## src/rtl/clk_div_monitor_if.sv

```systemverilog
// Interface bundling the monitor's enable, divided input, expected period and measurement results.
// duty_err exists only when CLK_DIV_MON_DUTY_EN is defined.
interface clk_div_monitor_if #(
  parameter int CNT_W = 8
);
  logic             en;
  logic             div_in;
  logic [CNT_W-1:0] exp_period;
  logic [CNT_W-1:0] period;
  logic [CNT_W-1:0] high_time;
  logic             period_vld;
  logic             locked;
  logic             mismatch;
  logic             timeout;
`ifdef CLK_DIV_MON_DUTY_EN
  logic             duty_err;
`endif

  modport master (
    output en, div_in, exp_period,
    input  period, high_time, period_vld, locked, mismatch, timeout
`ifdef CLK_DIV_MON_DUTY_EN
    , input duty_err
`endif
  );

  modport slave (
    input  en, div_in, exp_period,
    output period, high_time, period_vld, locked, mismatch, timeout
`ifdef CLK_DIV_MON_DUTY_EN
    , output duty_err
`endif
  );
endinterface

```

## src/rtl/clk_div_monitor.sv

```systemverilog
// Divided-clock monitor: measures period/high time of div_in in clk cycles, tracks lock, flags mismatch and timeout.
// Optional duty-cycle check enabled by defining CLK_DIV_MON_DUTY_EN.
module clk_div_monitor #(
  parameter int CNT_W    = 8,
  parameter int LOCK_CNT = 4
) (
  input logic              clk,
  input logic              reset,
  clk_div_monitor_if.slave mon
);

  localparam logic [2:0] IDLE    = 3'd0;
  localparam logic [2:0] FIRST   = 3'd1;
  localparam logic [2:0] MEASURE = 3'd2;
  localparam logic [2:0] TRACK   = 3'd3;
  localparam logic [2:0] LOCKED  = 3'd4;

  localparam logic [CNT_W-1:0] CNT_MAX = {CNT_W{1'b1}};
  localparam logic [CNT_W-1:0] CNT_ONE = {{(CNT_W-1){1'b0}}, 1'b1};
  localparam logic [CNT_W-1:0] CNT_ZERO = {CNT_W{1'b0}};
  localparam logic [3:0]       LOCK_N  = LOCK_CNT[3:0];

  logic             div_d;
  logic             rise;
  logic [CNT_W-1:0] pcnt;
  logic [CNT_W-1:0] hcnt;
  logic [CNT_W-1:0] pcnt_nxt;
  logic [CNT_W-1:0] hcnt_nxt;
  logic [2:0]       state;
  logic [2:0]       state_nxt;
  logic [3:0]       match_cnt;
  logic [3:0]       match_nxt;
  logic [3:0]       match_inc;
  logic             capture;
  logic             same_period;
  logic             duty_bad;
  logic             locked_nxt;
  logic             mismatch_nxt;
  logic             timeout_nxt;

  assign rise        = mon.div_in & ~div_d;
  assign same_period = (pcnt == mon.period);
  assign match_inc   = match_cnt + 4'd1;

`ifdef CLK_DIV_MON_DUTY_EN
  // Even periods need exactly half high; odd periods allow the high time to be off by one half-cycle.
  function automatic logic duty_check(input logic [CNT_W-1:0] p, input logic [CNT_W-1:0] h);
    logic [CNT_W+1:0] h2;
    logic [CNT_W+1:0] pp;
    h2 = {1'b0, h, 1'b0};
    pp = {2'b00, p};
    if (p[0] == 1'b0) begin
      duty_check = (h2 != pp);
    end else begin
      duty_check = (h2 != pp + {{(CNT_W+1){1'b0}}, 1'b1}) && (pp != h2 + {{(CNT_W+1){1'b0}}, 1'b1});
    end
  endfunction

  assign duty_bad = duty_check(pcnt, hcnt);
`else
  assign duty_bad = 1'b0;
`endif

  // Period and high-time counters, cleared while idle or disabled, saturating otherwise.
  always_comb begin
    pcnt_nxt = pcnt;
    hcnt_nxt = hcnt;
    if (!mon.en || state == IDLE) begin
      pcnt_nxt = CNT_ZERO;
      hcnt_nxt = CNT_ZERO;
    end else if (rise) begin
      pcnt_nxt = CNT_ONE;
      hcnt_nxt = CNT_ONE;
    end else begin
      pcnt_nxt = (pcnt == CNT_MAX) ? pcnt : pcnt + CNT_ONE;
      if (mon.div_in && hcnt != CNT_MAX) begin
        hcnt_nxt = hcnt + CNT_ONE;
      end else begin
        hcnt_nxt = hcnt;
      end
    end
  end

  // Lock state machine; en low overrides any rise in the same cycle.
  always_comb begin
    state_nxt   = state;
    match_nxt   = match_cnt;
    locked_nxt  = mon.locked;
    capture     = 1'b0;
    timeout_nxt = 1'b0;
    if (!mon.en) begin
      state_nxt  = IDLE;
      match_nxt  = 4'd0;
      locked_nxt = 1'b0;
    end else begin
      case (state)
        IDLE: begin
          state_nxt  = FIRST;
          locked_nxt = 1'b0;
        end
        FIRST: begin
          if (rise) begin
            state_nxt = MEASURE;
          end else begin
            state_nxt = FIRST;
          end
        end
        MEASURE, TRACK, LOCKED: begin
          if (rise) begin
            capture = 1'b1;
            if (state == MEASURE) begin
              match_nxt = 4'd1;
              state_nxt = TRACK;
            end else if (state == TRACK) begin
              if (same_period) begin
                match_nxt = match_inc;
                if (match_inc >= LOCK_N) begin
                  state_nxt  = LOCKED;
                  locked_nxt = 1'b1;
                end else begin
                  state_nxt = TRACK;
                end
              end else begin
                match_nxt = 4'd1;
              end
            end else if (!same_period || duty_bad) begin
              match_nxt  = 4'd1;
              locked_nxt = 1'b0;
              state_nxt  = TRACK;
            end else begin
              state_nxt = LOCKED;
            end
          end else if (pcnt == CNT_MAX) begin
            timeout_nxt = 1'b1;
            locked_nxt  = 1'b0;
            state_nxt   = FIRST;
          end else begin
            state_nxt = state;
          end
        end
        default: begin
          state_nxt  = IDLE;
          match_nxt  = 4'd0;
          locked_nxt = 1'b0;
        end
      endcase
    end
    mismatch_nxt = capture && (mon.exp_period != CNT_ZERO) && (pcnt != mon.exp_period);
  end

  // State, counters and registered outputs.
  always_ff @(posedge clk or posedge reset) begin
    if (reset) begin
      div_d          <= 1'b0;
      state          <= IDLE;
      pcnt           <= CNT_ZERO;
      hcnt           <= CNT_ZERO;
      match_cnt      <= 4'd0;
      mon.period     <= CNT_ZERO;
      mon.high_time  <= CNT_ZERO;
      mon.period_vld <= 1'b0;
      mon.locked     <= 1'b0;
      mon.mismatch   <= 1'b0;
      mon.timeout    <= 1'b0;
`ifdef CLK_DIV_MON_DUTY_EN
      mon.duty_err   <= 1'b0;
`endif
    end else begin
      div_d          <= mon.div_in;
      state          <= state_nxt;
      pcnt           <= pcnt_nxt;
      hcnt           <= hcnt_nxt;
      match_cnt      <= match_nxt;
      mon.locked     <= locked_nxt;
      mon.period_vld <= capture;
      mon.mismatch   <= mismatch_nxt;
      mon.timeout    <= timeout_nxt;
`ifdef CLK_DIV_MON_DUTY_EN
      mon.duty_err   <= capture && duty_bad;
`endif
      if (capture) begin
        mon.period    <= pcnt;
        mon.high_time <= hcnt;
      end
    end
  end

endmodule

```

## src/flat_wrapper.sv

```systemverilog
// flat-port wrapper written by rule: the top's interface ports become plain ports
module clk_div_monitor_flat 
#(
  parameter int CNT_W    = 8,
  parameter int LOCK_CNT = 4
)
  (clk, reset, mon_en, mon_div_in, mon_exp_period, mon_period, mon_high_time, mon_period_vld, mon_locked, mon_mismatch, mon_timeout);
  clk_div_monitor_if #(.CNT_W(CNT_W)) mon_i ();
  input logic clk;
  input logic reset;
  input wire logic [$bits(mon_i.en)-1:0] mon_en;
  input wire logic [$bits(mon_i.div_in)-1:0] mon_div_in;
  input wire logic [$bits(mon_i.exp_period)-1:0] mon_exp_period;
  output wire logic [$bits(mon_i.period)-1:0] mon_period;
  output wire logic [$bits(mon_i.high_time)-1:0] mon_high_time;
  output wire logic [$bits(mon_i.period_vld)-1:0] mon_period_vld;
  output wire logic [$bits(mon_i.locked)-1:0] mon_locked;
  output wire logic [$bits(mon_i.mismatch)-1:0] mon_mismatch;
  output wire logic [$bits(mon_i.timeout)-1:0] mon_timeout;
  assign mon_i.en = mon_en;
  assign mon_i.div_in = mon_div_in;
  assign mon_i.exp_period = mon_exp_period;
  assign mon_period = mon_i.period;
  assign mon_high_time = mon_i.high_time;
  assign mon_period_vld = mon_i.period_vld;
  assign mon_locked = mon_i.locked;
  assign mon_mismatch = mon_i.mismatch;
  assign mon_timeout = mon_i.timeout;
  clk_div_monitor #(.CNT_W(CNT_W), .LOCK_CNT(LOCK_CNT)) u_core (.clk(clk), .reset(reset), .mon(mon_i));
endmodule
```

## config.mk

```make
export PLATFORM = sky130hd
export DESIGN_NAME = clk_div_monitor_flat
export DESIGN_NICKNAME = d
export VERILOG_FILES = /design/src/rtl/clk_div_monitor_if.sv /design/src/rtl/clk_div_monitor.sv /design/src/flat_wrapper.sv
export SDC_FILE = /design/constraint.sdc
export NUM_CORES = 1
export LEC_CHECK = 0
export ABC_AREA = 0
export BUFFER_PORTS_ARGS = -buffer_cell sky130_fd_sc_hd__clkbuf_2
export CORE_ASPECT_RATIO = 0.75
export CORE_MARGIN = 8
export CORE_UTILIZATION = 50
export CTS_CLUSTER_DIAMETER = 100
export DETAILED_ROUTE_END_ITERATION = 7
export PLACE_DENSITY = 0.71
export SYNTH_ARGS = -nofsm -noshare
export SYNTH_HDL_FRONTEND = slang
export SYNTH_SLANG_ARGS = --single-unit
```

## constraint.sdc

```tcl
create_clock -name clk -period 4.85 [get_ports clk]
set_clock_uncertainty 0.05 [all_clocks]
set_input_delay 0.2425 -clock clk [delete_from_list [all_inputs] [get_ports clk]]
set_output_delay 0.2425 -clock clk [all_outputs]
set_load 0.05 [all_outputs]
```

# After elaboration in Yosys (flattened, before gate mapping)
# Cells that the tools add are included.
# word_totals
output_inout_bits	20
word_cells	88
input_bits	12
regBits	44
# op_classes
n_lt_le_gt_ge	1
reduce_logical	13
muxes	39
addsub	3
bitwise_logic	2
n_eq_ne	19
# ops
cell	n
$mux W8	6
$mux W3	8
$mux W4	6
$ne A5 B5 Y1 const B	4
$add A8 B1 Y8 const B	2
$mux W1	15
$pmux W3 S3	1
$eq A8 B8 Y1	1
$eq A8 B8 Y1 const B	1
$ne A8 B8 Y1	1
$ne A8 B8 Y1 const B	1
$pmux W4 S2	1
$reduce_bool A8 Y1	1
$eq A3 B2 Y1 const B	2
$ne A6 B6 Y1 const B	1
$reduce_and A6 Y1	1
$add A4 B1 Y4 const B	1
$ge A4 B3 Y1 const B	1
$ne A2 B2 Y1 const B	2
$ne A4 B2 Y1 const B	1
$ne A4 B4 Y1 const B	1
$eq A3 B1 Y1 const B	1
$eq A3 B3 Y1 const B	1
$logic_and A1 B1 Y1	3
other kinds (14)	14

# Longest topological paths before layout
# Gate-level depths: netlist of run 1.
# depth
depth_word	9
ltp_mapped	8
depth_no_buf	7

# Least setup slack after synthesis of run 1
# OpenSTA, ideal clock, no wires.
# synth_path
path_kind	reg2reg
from	reg u_core.mon.period[0]
to	reg u_core.match_cnt[0]
synth_period_minus_slack_ns	1.877
path_slack_ns	2.973
arrival_ns	1.708
required_time_ns	4.682
setup_ns	0.118
path_stages_with_launch	8
cell_sequence	dfrtp_1 -> xnor2_1 -> nand4_1 -> or2_1 -> buf_6 -> a31oi_4 -> a211oi_1 -> a21o_1
# synth_between
elab_chain_len	7
# synth_rtl
item	line	source
start: declaration	clk_div_monitor_if.sv:29	output period, high_time, period_vld, locked, mismatch, timeout
start signal: assignment	clk_div_monitor.sv:182	mon.period <= pcnt;
$eq A8 B8 Y1 *	clk_div_monitor.sv:42	assign same_period = (pcnt == mon.period);
$mux W4	clk_div_monitor.sv:115	if (same_period) begin
$mux W4	clk_div_monitor.sv:114	end else if (state == TRACK) begin
$mux W4	clk_div_monitor.sv:111	if (state == MEASURE) begin
$mux W4	clk_div_monitor.sv:109	if (rise) begin
$pmux W4 S2	clk_div_monitor.sv:96	case (state)
$mux W4	clk_div_monitor.sv:91	if (!mon.en) begin
end signal: assignment	clk_div_monitor.sv:173	match_cnt <= match_nxt;
end: declaration	clk_div_monitor.sv:31	logic [3:0] match_cnt;
# Every way passes the cells marked *; elsewhere a longest branch is shown, timed or not. The select of a mux whose other input is x is not followed.
# A chain may end at the register's enable or synchronous reset.

# Worst setup path after layout of run 1
# layout_path
from	reg u_core.state[2]
to	reg u_core.mon.high_time[0]
# layout_between
elab_chain_len	4
# layout_rtl
item	line	source
start: declaration	clk_div_monitor.sv:29	logic [2:0] state;
start signal: assignment	clk_div_monitor.sv:170	state <= state_nxt;
$eq A3 B3 Y1 / $eq A3 B2 Y1 (equally long branches)	clk_div_monitor.sv:96	
$reduce_or A3 Y1 *	clk_div_monitor.sv:96	
$mux W1 *	clk_div_monitor.sv:96	
$mux W1 *	clk_div_monitor.sv:91	
end signal: assignment	clk_div_monitor.sv:183	mon.high_time <= hcnt;
end: declaration	clk_div_monitor_if.sv:29	
# Every way passes the cells marked *; elsewhere a longest branch is shown, timed or not.

==> results of run 1 <==
layout by cell type (no fill, tap or decap), types with 2 or more instances in the layout:
cell type / Yosys / final
a21o_1: 2 / 2
a211oi_1: 3 / 3
o21ai_0: 3 / 3
nand4_1: 7 / 7
clkbuf_8: 0 / 6
and3_1: 2 / 2
a21oi_1: 10 / 10
mux2_2: 15 / 15
xor2_1: 3 / 3
o21ai_1: 6 / 6
nand3_1: 9 / 9
inv_1: 6 / 5
ha_1: 3 / 3
xnor2_1: 22 / 22
nor2_1: 19 / 19
nor2b_1: 3 / 3
nor3_1: 4 / 4
dfrtp_1: 44 / 44
nor4_1: 5 / 5
clkbuf_2: 0 / 31
nand2_1: 10 / 10
o211a_1: 2 / 2
o21ai_2: 2 / 2
a31oi_1: 4 / 4
mux2i_1: 3 / 3
nand2b_1: 2 / 2
o31ai_2: 2 / 2
o31ai_1: 2 / 2
kinds of logic after synthesis:
logic type                 count (synthesis)
adders and majority gates                  3
xor gates and xnor gates                  26
buffers and inverters                     23
DFF                                       44
AOI/OAI and AO/OA                         43
and+or+nand+nor                           69
muxes                                     18
per-layer routing:
metal / routed length, µm / track usage / vias up / part of all wire
li1: - / - / 840 / -
met1: 2340 / 0.199 / 824 / 0.49
met2: 2040 / 0.190 / 42 / 0.43
met3: 273 / 0.0384 / 9 / 0.058
met4: 82 / 0.0603 / 0 / 0.017
met5: 0 / 0 / - / 0
metrics by stage:
step            util  hold slack, ps  total power [µW]  setup WS [ps]
4_1_cts        0.555            37.6               774           2560
3_3_place_gp   0.529             360               473           2660
3_5_place_dp   0.529             360               475           2580
2_1_floorplan      -             224               458           2970
5_1_grt        0.555            42.2               801           2420
6_report       0.555            49.0               765           2570
final cells by class:
type,instances,area (µm²),area share
Inverter,6,22.5,0.00853
Multi-Input combinational cell,159,1160,0.439
Timing Repair Buffer,32,163,0.0616
Clock buffer,6,82.6,0.0313
Clock inverter,2,38.8,0.0147
Tap cell,60,75.1,0.0284
Sequential cell,44,1100,0.417
worst reg2reg max path: cells and delay by family (launching register included):
kind | cells | cell delay, ps
flops | 1 | 590
compound gates | 1 | 650
buf+inv | 1 | 340
mux | 1 | 360
simple gates | 1 | 170
flip-flops by register name (all words and copies together) (netlist names), 3 cells and up:
| register | cells |
|---|---|
| u_core.hcnt | 8 |
| u_core.pcnt | 8 |
| u_core.mon.high_time | 8 |
| u_core.mon.period | 8 |
| u_core.state | 3 |
| u_core.match_cnt | 4 |
worst min-delay path by stage:
stage / startpoint / slack (ps) / to / cells after the start
floorplan: mon_div_in / 220 / u_core.div_d$_DFF_PP0_ / 0
global placement: mon_div_in / 360 / u_core.div_d$_DFF_PP0_ / 1
detailed placement: mon_div_in / 360 / u_core.div_d$_DFF_PP0_ / 1
CTS: mon_div_in / 40 / u_core.div_d$_DFF_PP0_ / 1
global route: mon_div_in / 40 / u_core.div_d$_DFF_PP0_ / 1
finish: mon_div_in / 50 / u_core.div_d$_DFF_PP0_ / 1
report_power, final:
group / total, µW / switching (µW) / internal, µW
logic: 81.5 / 54.6 / 26.9
registers: 386 / 12.2 / 374
clock network: 298 / 129 / 168
total: 765 / 196 / 569
==> out/summary.txt, run 1 <==
Status: completed
CP startpoint kind: flop
IO Count: 32
Global Route Usage Sum: 0.139
FF-to-FF Start: u_core.state[2]$_DFFE_PP0P_
Post-synthesis simple-gate area fraction: 0.155
Crit path max-delay family: compound AO/OA/AOI/OAI gates
FILL cells: 415
Ys Warns: 0
Post-Layout Cell Count: 309
CTS Buffer Depth: 2
Pleak: 0.00123 µW
Endpoints failing hold: 0
H-tree depth: 2
Worst-Margin Slew: 914 ps
CP Class: flop to flop
Critical path arrival: 2420 ps
Sequential area share after synthesis: 0.455
WP data required: 4990 ps
Unrepaired setup endpoints after global routing: no
Crit path to: u_core.mon.high_time[0]$_DFFE_PP0P_
Post-Route WL: 4.73 mm
Post-route cell area: 0.00264 mm²
Multiplexer area fraction after synthesis: 0.0823
Synth cell count leaders: dfrtp_1 (44), xnor2_1 (22), nor2_1 (19), mux2_2 (15)
Layout area overhead: 9.26%
Worst slew margin: 0.390
Worst R2R End: u_core.mon.high_time[0]$_DFFE_PP0P_
PortBufs: 31
Ratio of cells with drive above 1 in the final layout: 0.269
Height of the chip: 76.2 µm
Max-capacitance violation count: 0
Die X: 96.3 µm
Routed via count: 1,715
Ant. Diodes: 0
Remaining Overflow, GRT: 0
Setup Buffers After CTS: 0
Synth Instances: 226
Synth Net Count: 241
First-pass detailed-route iteration total: 4
Largest cells by area after synthesis: dfrtp_1 (46%), xnor2_1 (8.0%), mux2_2 (7.0%)
Hpwl dp: 3.39 mm
Placed Cells incl. Taps: 301
DR iter-0 viols: 99
CP max stage cell: o211ai_1
Adder-Cell Fraction of Synth Area: 0.0155
Worst Path Buf+Inv: 1
Origin of the worst setup path: u_core.state[2]$_DFFE_PP0P_
Critical-path cell list: nor2b_1 > o211ai_1 > buf_4 > mux2_2
Largest family of logic cells by synthesized area: simple AND/OR/NAND/NOR gates
Register bit count reported by yosys: 44
Period minus WS final: 2280 ps
CTS Hold Bufs: 0
WP depth: 4
Synth Cell Area: 0.00242 mm²
Ys async rst share: 1.00
Worst-path clk slew: 80 ps
Routed length per instance: 15.3 µm
Die ar.: 0.00734 mm²
Period Utilization, post-route: 0.470
Peak supply drop: 0.179 mV
Setup crit end kind: flop
Synth unique cells: 45
PwrDens: 290 mW/mm²
Final setup violation count: 0
Pins Over Slew Limit: 0
# rows: 22
TritonCTS clock tree: done
Initial Utilization: 0.508
Reg2Reg Depth: 4
Clock sinks: 44
DRC errors left: 0
Most area-hungry cell type in the Yosys netlist: dfrtp_1
Via density: 5.55
Global-route wire length before repair: 8.18 mm
EDFF count, synth: 0
Synth top area share: 0.455
Top-count cell post-synth: dfrtp_1
Root Driver: clkbuf_8
Setup slack, reg-to-reg: 2570 ps
Post-cts sizing count: 0
Most used DFF post-synth: dfrtp_1
GP Congestion: 0.848
Initial antenna violation count: 0
Setup TNS Final: 0 ps
CP max stage delay: 650 ps
Clock Latency Late Sink: 300 ps
Post-route ant nets: 0
CP max FO: 13
Cts bufs inserted: 5
Nets: 263
Vias in the first global route: 1,680
Mean Syn Cell Area: 10.7 µm²
Hold Path Class: primary input to flop
Core ar.: 0.00476 mm²
DP Area: 0.00252 mm²
Max Fclk: 439 MHz
Largest net degree at the start of global routing: 45
Synth Area in Compound Gates: 0.129
Synth Area in XOR/XNOR: 0.0973
Note: power is estimated with default switching activity, not from simulation.
==> inputs of run 2 (changes only) <==
==> constraint.sdc (replaced) <==
create_clock -name clk -period 2.11 [get_ports clk]
set_clock_uncertainty 0.05 [all_clocks]
set_input_delay 0.1055 -clock clk [delete_from_list [all_inputs] [get_ports clk]]
set_output_delay 0.1055 -clock clk [all_outputs]
set_load 0.05 [all_outputs]
==> out/summary.txt, run 2 (synthesized netlist as in run 1, its figures left out) <==
Initial Utilization: 0.508
H-tree depth: 2
Period Utilization, post-route: 0.924
Hold Path Class: primary input to flop
Setup Buffers After CTS: 0
Post-Route WL: 4.84 mm
Remaining Overflow, GRT: 0
Die X: 96.3 µm
Ratio of cells with drive above 1 in the final layout: 0.311
Endpoints failing hold: 0
Ant. Diodes: 0
Critical path arrival: 2080 ps
Via density: 5.48
Peak supply drop: 0.447 mV
Post-cts sizing count: 0
Worst-Margin Slew: 487 ps
Busiest layer in global routing: met2
WP data required: 2240 ps
Max Fclk: 513 MHz
Hold WS: 118 ps
Setup TNS Final: 0 ps
Routed via count: 1,792
Global-route wire length before repair: 8.61 mm
Unrepaired setup endpoints after global routing: no
Clock sinks: 44
Pleak: 0.00132 µW
GP Congestion: 0.873
Multi-input logic area: 0.00116 mm²
Layout area overhead: 15.1%
Final setup violation count: 0
CP startpoint kind: flop
Period minus WS final: 1950 ps
Status: completed
CP max stage cell: dfrtp_1
CTS Buffer Depth: 2
TritonCTS clock tree: done
Commonest cells after routing, fill and taps aside: dfrtp_1 (44), clkbuf_2 (31), xnor2_1 (22)
PortBufs: 31
CP max stage delay: 510 ps
DR iter-0 viols: 141
Global Route Usage Sum: 0.146
Hpwl dp: 3.73 mm
Die ar.: 0.00734 mm²
Max-capacitance violation count: 0
Total Power: 1760 µW
CP Class: flop to flop
DRC errors left: 0
Routed length per instance: 14.8 µm
M1 GR Usage: 0.208
CTS Hold Bufs: 2
Clock Latency Late Sink: 290 ps
CP max FO: 7
Met3 Use GR: 0.0394
Post-route cell area: 0.00278 mm²
First-pass detailed-route iteration total: 4
PwrDens: 631 mW/mm²
Post-route ant nets: 0
Worst slew margin: 0.675
Worst-path clk slew: 80 ps
Register area: 0.00110 mm²
Core ar.: 0.00476 mm²
Initial antenna violation count: 0
Nets: 281
Largest net degree at the start of global routing: 20
Vias in the first global route: 1,764
Global-route track usage on met2: 0.212
Pins Over Slew Limit: 0
Height of the chip: 76.2 µm
# rows: 22
DP Area: 0.00264 mm²
Cts bufs inserted: 5
Critical-path cell list: ha_1 > and3_1 > nand4_4 > nand3b_1 > o31ai_2 > o41ai_2
Post-Route Utilization: 0.584
Root Driver: clkbuf_8
IO Count: 32
Commonest non-fill, non-tap cell in the layout: dfrtp_1
FILL cells: 427
Setup crit end kind: flop
run 2: cell types whose count changed in the layout (fill, tap and decap cells not counted):
cell and delta:
buf_4 +16, dlygate4sd3_1 +2
run 2: final cells by class:
class	count	share of cell area
well taps	60	0.0270
inverters	6	0.00810
flip-flops and latches	44	0.396
clock buffers	6	0.0297
clock inverters	2	0.0139
multi-input cells	159	0.417
repair buffers	50	0.109
run 2: final timing paths:
check,start,end,slack [ps],depth (start not counted)
worst max-delay path,u_core.pcnt[0]$_DFFE_PP0P_,u_core.state[0]$_DFFE_PP0P_,160,6
min in group asynchronous,reset,u_core.hcnt[2]$_DFFE_PP0P_,220,3
worst max register to register,u_core.pcnt[0]$_DFFE_PP0P_,u_core.state[0]$_DFFE_PP0P_,160,6
worst min register to register,u_core.mon.high_time[3]$_DFFE_PP0P_,u_core.mon.high_time[3]$_DFFE_PP0P_,440,2
worst min-delay path,mon_en,u_core.match_cnt[2]$_DFFE_PP0P_,120,3
max in group asynchronous,reset,u_core.mon.period[0]$_DFFE_PP0P_,1270,4
run 2: worst max-delay path, delay by kind of cell, from the launching register on:
family | cells | cell delay (ps)
fa+ha+maj | 1 | 240
flops | 1 | 510
simple gates | 3 | 540
compound gates | 2 | 490
run 2: stage by stage:
| stage | setup WS, ps | std cells |
|---|---|---|
| 2_1_floorplan | 233 | 226 |
| 3_3_place_gp | 325 | 317 |
| 3_5_place_dp | 230 | 317 |
| 4_1_cts | 180 | 327 |
| 5_1_grt | 29.2 | 327 |
| 6_report | 161 | 327 |
run 2: layer usage:
metal | share of wire | up-vias
li1 | - | 890
met2 | 0.45 | 50
met4 | 0.0078 | 0
met1 | 0.48 | 847
met3 | 0.057 | 5
met5 | 0 | -
run 2: power by group:
group / total (µW) / internal [µW] / switching [µW] / leakage [µW]
sequential: 882 / 859 / 23.1 / 0.000608
clock: 671 / 387 / 284 / 0.0000614
combinational: 203 / 72.8 / 130 / 0.000648
==> inputs of run 3 (changes only) <==
--- a/config.mk
+++ b/config.mk
@@ -6,7 +6,7 @@
 export NUM_CORES = 1
 export LEC_CHECK = 0
 export ABC_AREA = 0
-export BUFFER_PORTS_ARGS = -buffer_cell sky130_fd_sc_hd__clkbuf_2
+export BUFFER_PORTS_ARGS = -buffer_cell sky130_fd_sc_hd__buf_2
 export CORE_ASPECT_RATIO = 0.75
 export CORE_MARGIN = 8
 export CORE_UTILIZATION = 50
==> out/summary.txt, run 3 (synthesized netlist as in run 1, its figures left out) <==
Worst hold stages: 3
Ratio of cells with drive above 1 in the final layout: 0.308
TritonCTS clock tree: done
CP Class: flop to flop
Pins Over Slew Limit: 0
Pleak: 0.00131 µW
CP max FO: 11
Post-route ant nets: 0
Worst R2R End: u_core.state[2]$_DFFE_PP0P_
PortBufs: 31
Post-Route WL: 4.88 mm
WP data required: 2240 ps
First-pass detailed-route iteration total: 4
Nets: 281
Ant. Diodes: 0
Global-route wire length before repair: 8.55 mm
Core ar.: 0.00476 mm²
Initial Utilization: 0.508
H-tree depth: 2
DRC errors left: 0
Routed length per instance: 15.0 µm
Final setup violation count: 0
FF-to-FF Start: u_core.state[1]$_DFFE_PP0P_
Comb power frac: 0.128
Height of the chip: 76.2 µm
Largest net degree at the start of global routing: 22
Commonest non-fill, non-tap cell in the layout: dfrtp_1
Reg2Reg Depth: 6
Period minus WS final: 1910 ps
Clock sinks: 44
Peak supply drop: 0.295 mV
Via density: 5.48
Hold Path Class: primary input to flop
DR iter-0 viols: 106
GP Congestion: 0.854
Setup slack, reg-to-reg: 200 ps
Max-capacitance violation count: 0
Period Utilization, post-route: 0.907
Die X: 96.3 µm
Status: completed
PwrDens: 580 mW/mm²
Hpwl dp: 3.74 mm
Hold Crit Endpoint: u_core.match_cnt[2]$_DFFE_PP0P_
# rows: 22
Clock Latency Late Sink: 300 ps
Setup crit end kind: flop
Internal: 1160 µW
Total Power: 1590 µW
Remaining Overflow, GRT: 0
IO Count: 32
P_sw: 435 µW
Die ar.: 0.00734 mm²
Sequential Power Share: 0.555
CP startpoint kind: flop
Layout area overhead: 13.4%
Unrepaired setup endpoints after global routing: no
Clock power frac: 0.318
Endpoints failing hold: 0
Cts bufs inserted: 5
Sw frac: 0.273
Max Fclk: 522 MHz
Initial antenna violation count: 0
Routed via count: 1,787
Vias in the first global route: 1,738
Root Driver: clkbuf_8
Hold_sp: mon_en
CTS Buffer Depth: 2
Worst-Margin Slew: 457 ps
Worst-path clk slew: 80 ps
Post-cts sizing count: 0
Setup TNS Final: 0 ps
Worst slew margin: 0.696
Global Route Usage Sum: 0.145
Commonest cells after routing, fill and taps aside: dfrtp_1 (44), buf_2 (31), xnor2_1 (22)
Critical path arrival: 2050 ps
run 3: changes by cell type in the layout (fill, tap and decap cells not counted), sizes merged:
| cell | change |
|---|---|
| buf | +31 |
| clkinvlp | +1 |
| bufinv | -1 |
| clkbuf | -32 |
run 3: metrics by stage:
step                      setup WS, ps  std cells  hold slack [ps]   util  area, µm²
after detailed placement           233        317            -8.59  0.554       2640
after floorplan                    233        226             86.9      -       2420
after global routing              39.3        326              105  0.576       2740
final                              195        326             98.3  0.576       2740
after CTS                          220        326             85.9  0.576       2740
after global placement             269        317            -11.1  0.554       2640
run 3: power by group through the flow:
stage / Sequential (µW) / Clock, µW / Combinational (µW)
global route: 886 / 560 / 226
detailed placement: 899 / 0 / 202
global placement: 899 / 0 / 199
CTS: 883 / 519 / 205
floorplan: 906 / 0 / 147
finish: 882 / 506 / 203
run 3: layout make-up:
class | instances | area, µm²
repair buffers | 50 | 303
flip-flops and latches | 44 | 1100
multi-input cells | 159 | 1160
clock buffers | 5 | 68.8
clock inverters | 2 | 12.5
inverters | 6 | 22.5
fillers | 415 | 2020
well taps | 60 | 75.1
run 3: worst max path at each step:
stage / startpoint / cells past startpoint / to / slack [ps]
finish: u_core.state[1]$_DFFE_PP0P_ / 6 / u_core.state[2]$_DFFE_PP0P_ / 200
global route: u_core.state[1]$_DFFE_PP0P_ / 6 / u_core.state[2]$_DFFE_PP0P_ / 40
CTS: u_core.pcnt[0]$_DFFE_PP0P_ / 6 / u_core.state[0]$_DFFE_PP0P_ / 220
detailed placement: u_core.state[1]$_DFFE_PP0P_ / 6 / u_core.state[2]$_DFFE_PP0P_ / 230
global placement: u_core.state[1]$_DFFE_PP0P_ / 6 / u_core.state[2]$_DFFE_PP0P_ / 270
floorplan: u_core.mon.period[0]$_DFFE_PP0P_ / 7 / u_core.match_cnt[0]$_DFFE_PP0P_ / 230
run 3: per-layer routing:
| metal | vias to the layer above | track usage | share of wire |
|---|---|---|---|
| met2 | 49 | 0.207 | 0.45 |
| met3 | 8 | 0.0364 | 0.056 |
| li1 | 874 | - | - |
| met4 | 0 | 0.0407 | 0.011 |
| met5 | - | 0 | 0 |
| met1 | 856 | 0.209 | 0.48 |
run 3: worst max-delay path: stages (launching register included):
cell and delay, ps:
dfrtp_1 540, nor2b_1 340, o21ai_1 210, nand3b_1 240
o31ai_2 140, a21oi_1 80, o22a_1 200
run 3: timing repair:
action,in CTS,in global routing
buffers inserted,0,0
hold buffers,2,0
hold endpoints to repair,24,0
endpoints found under the setup margin,0,0
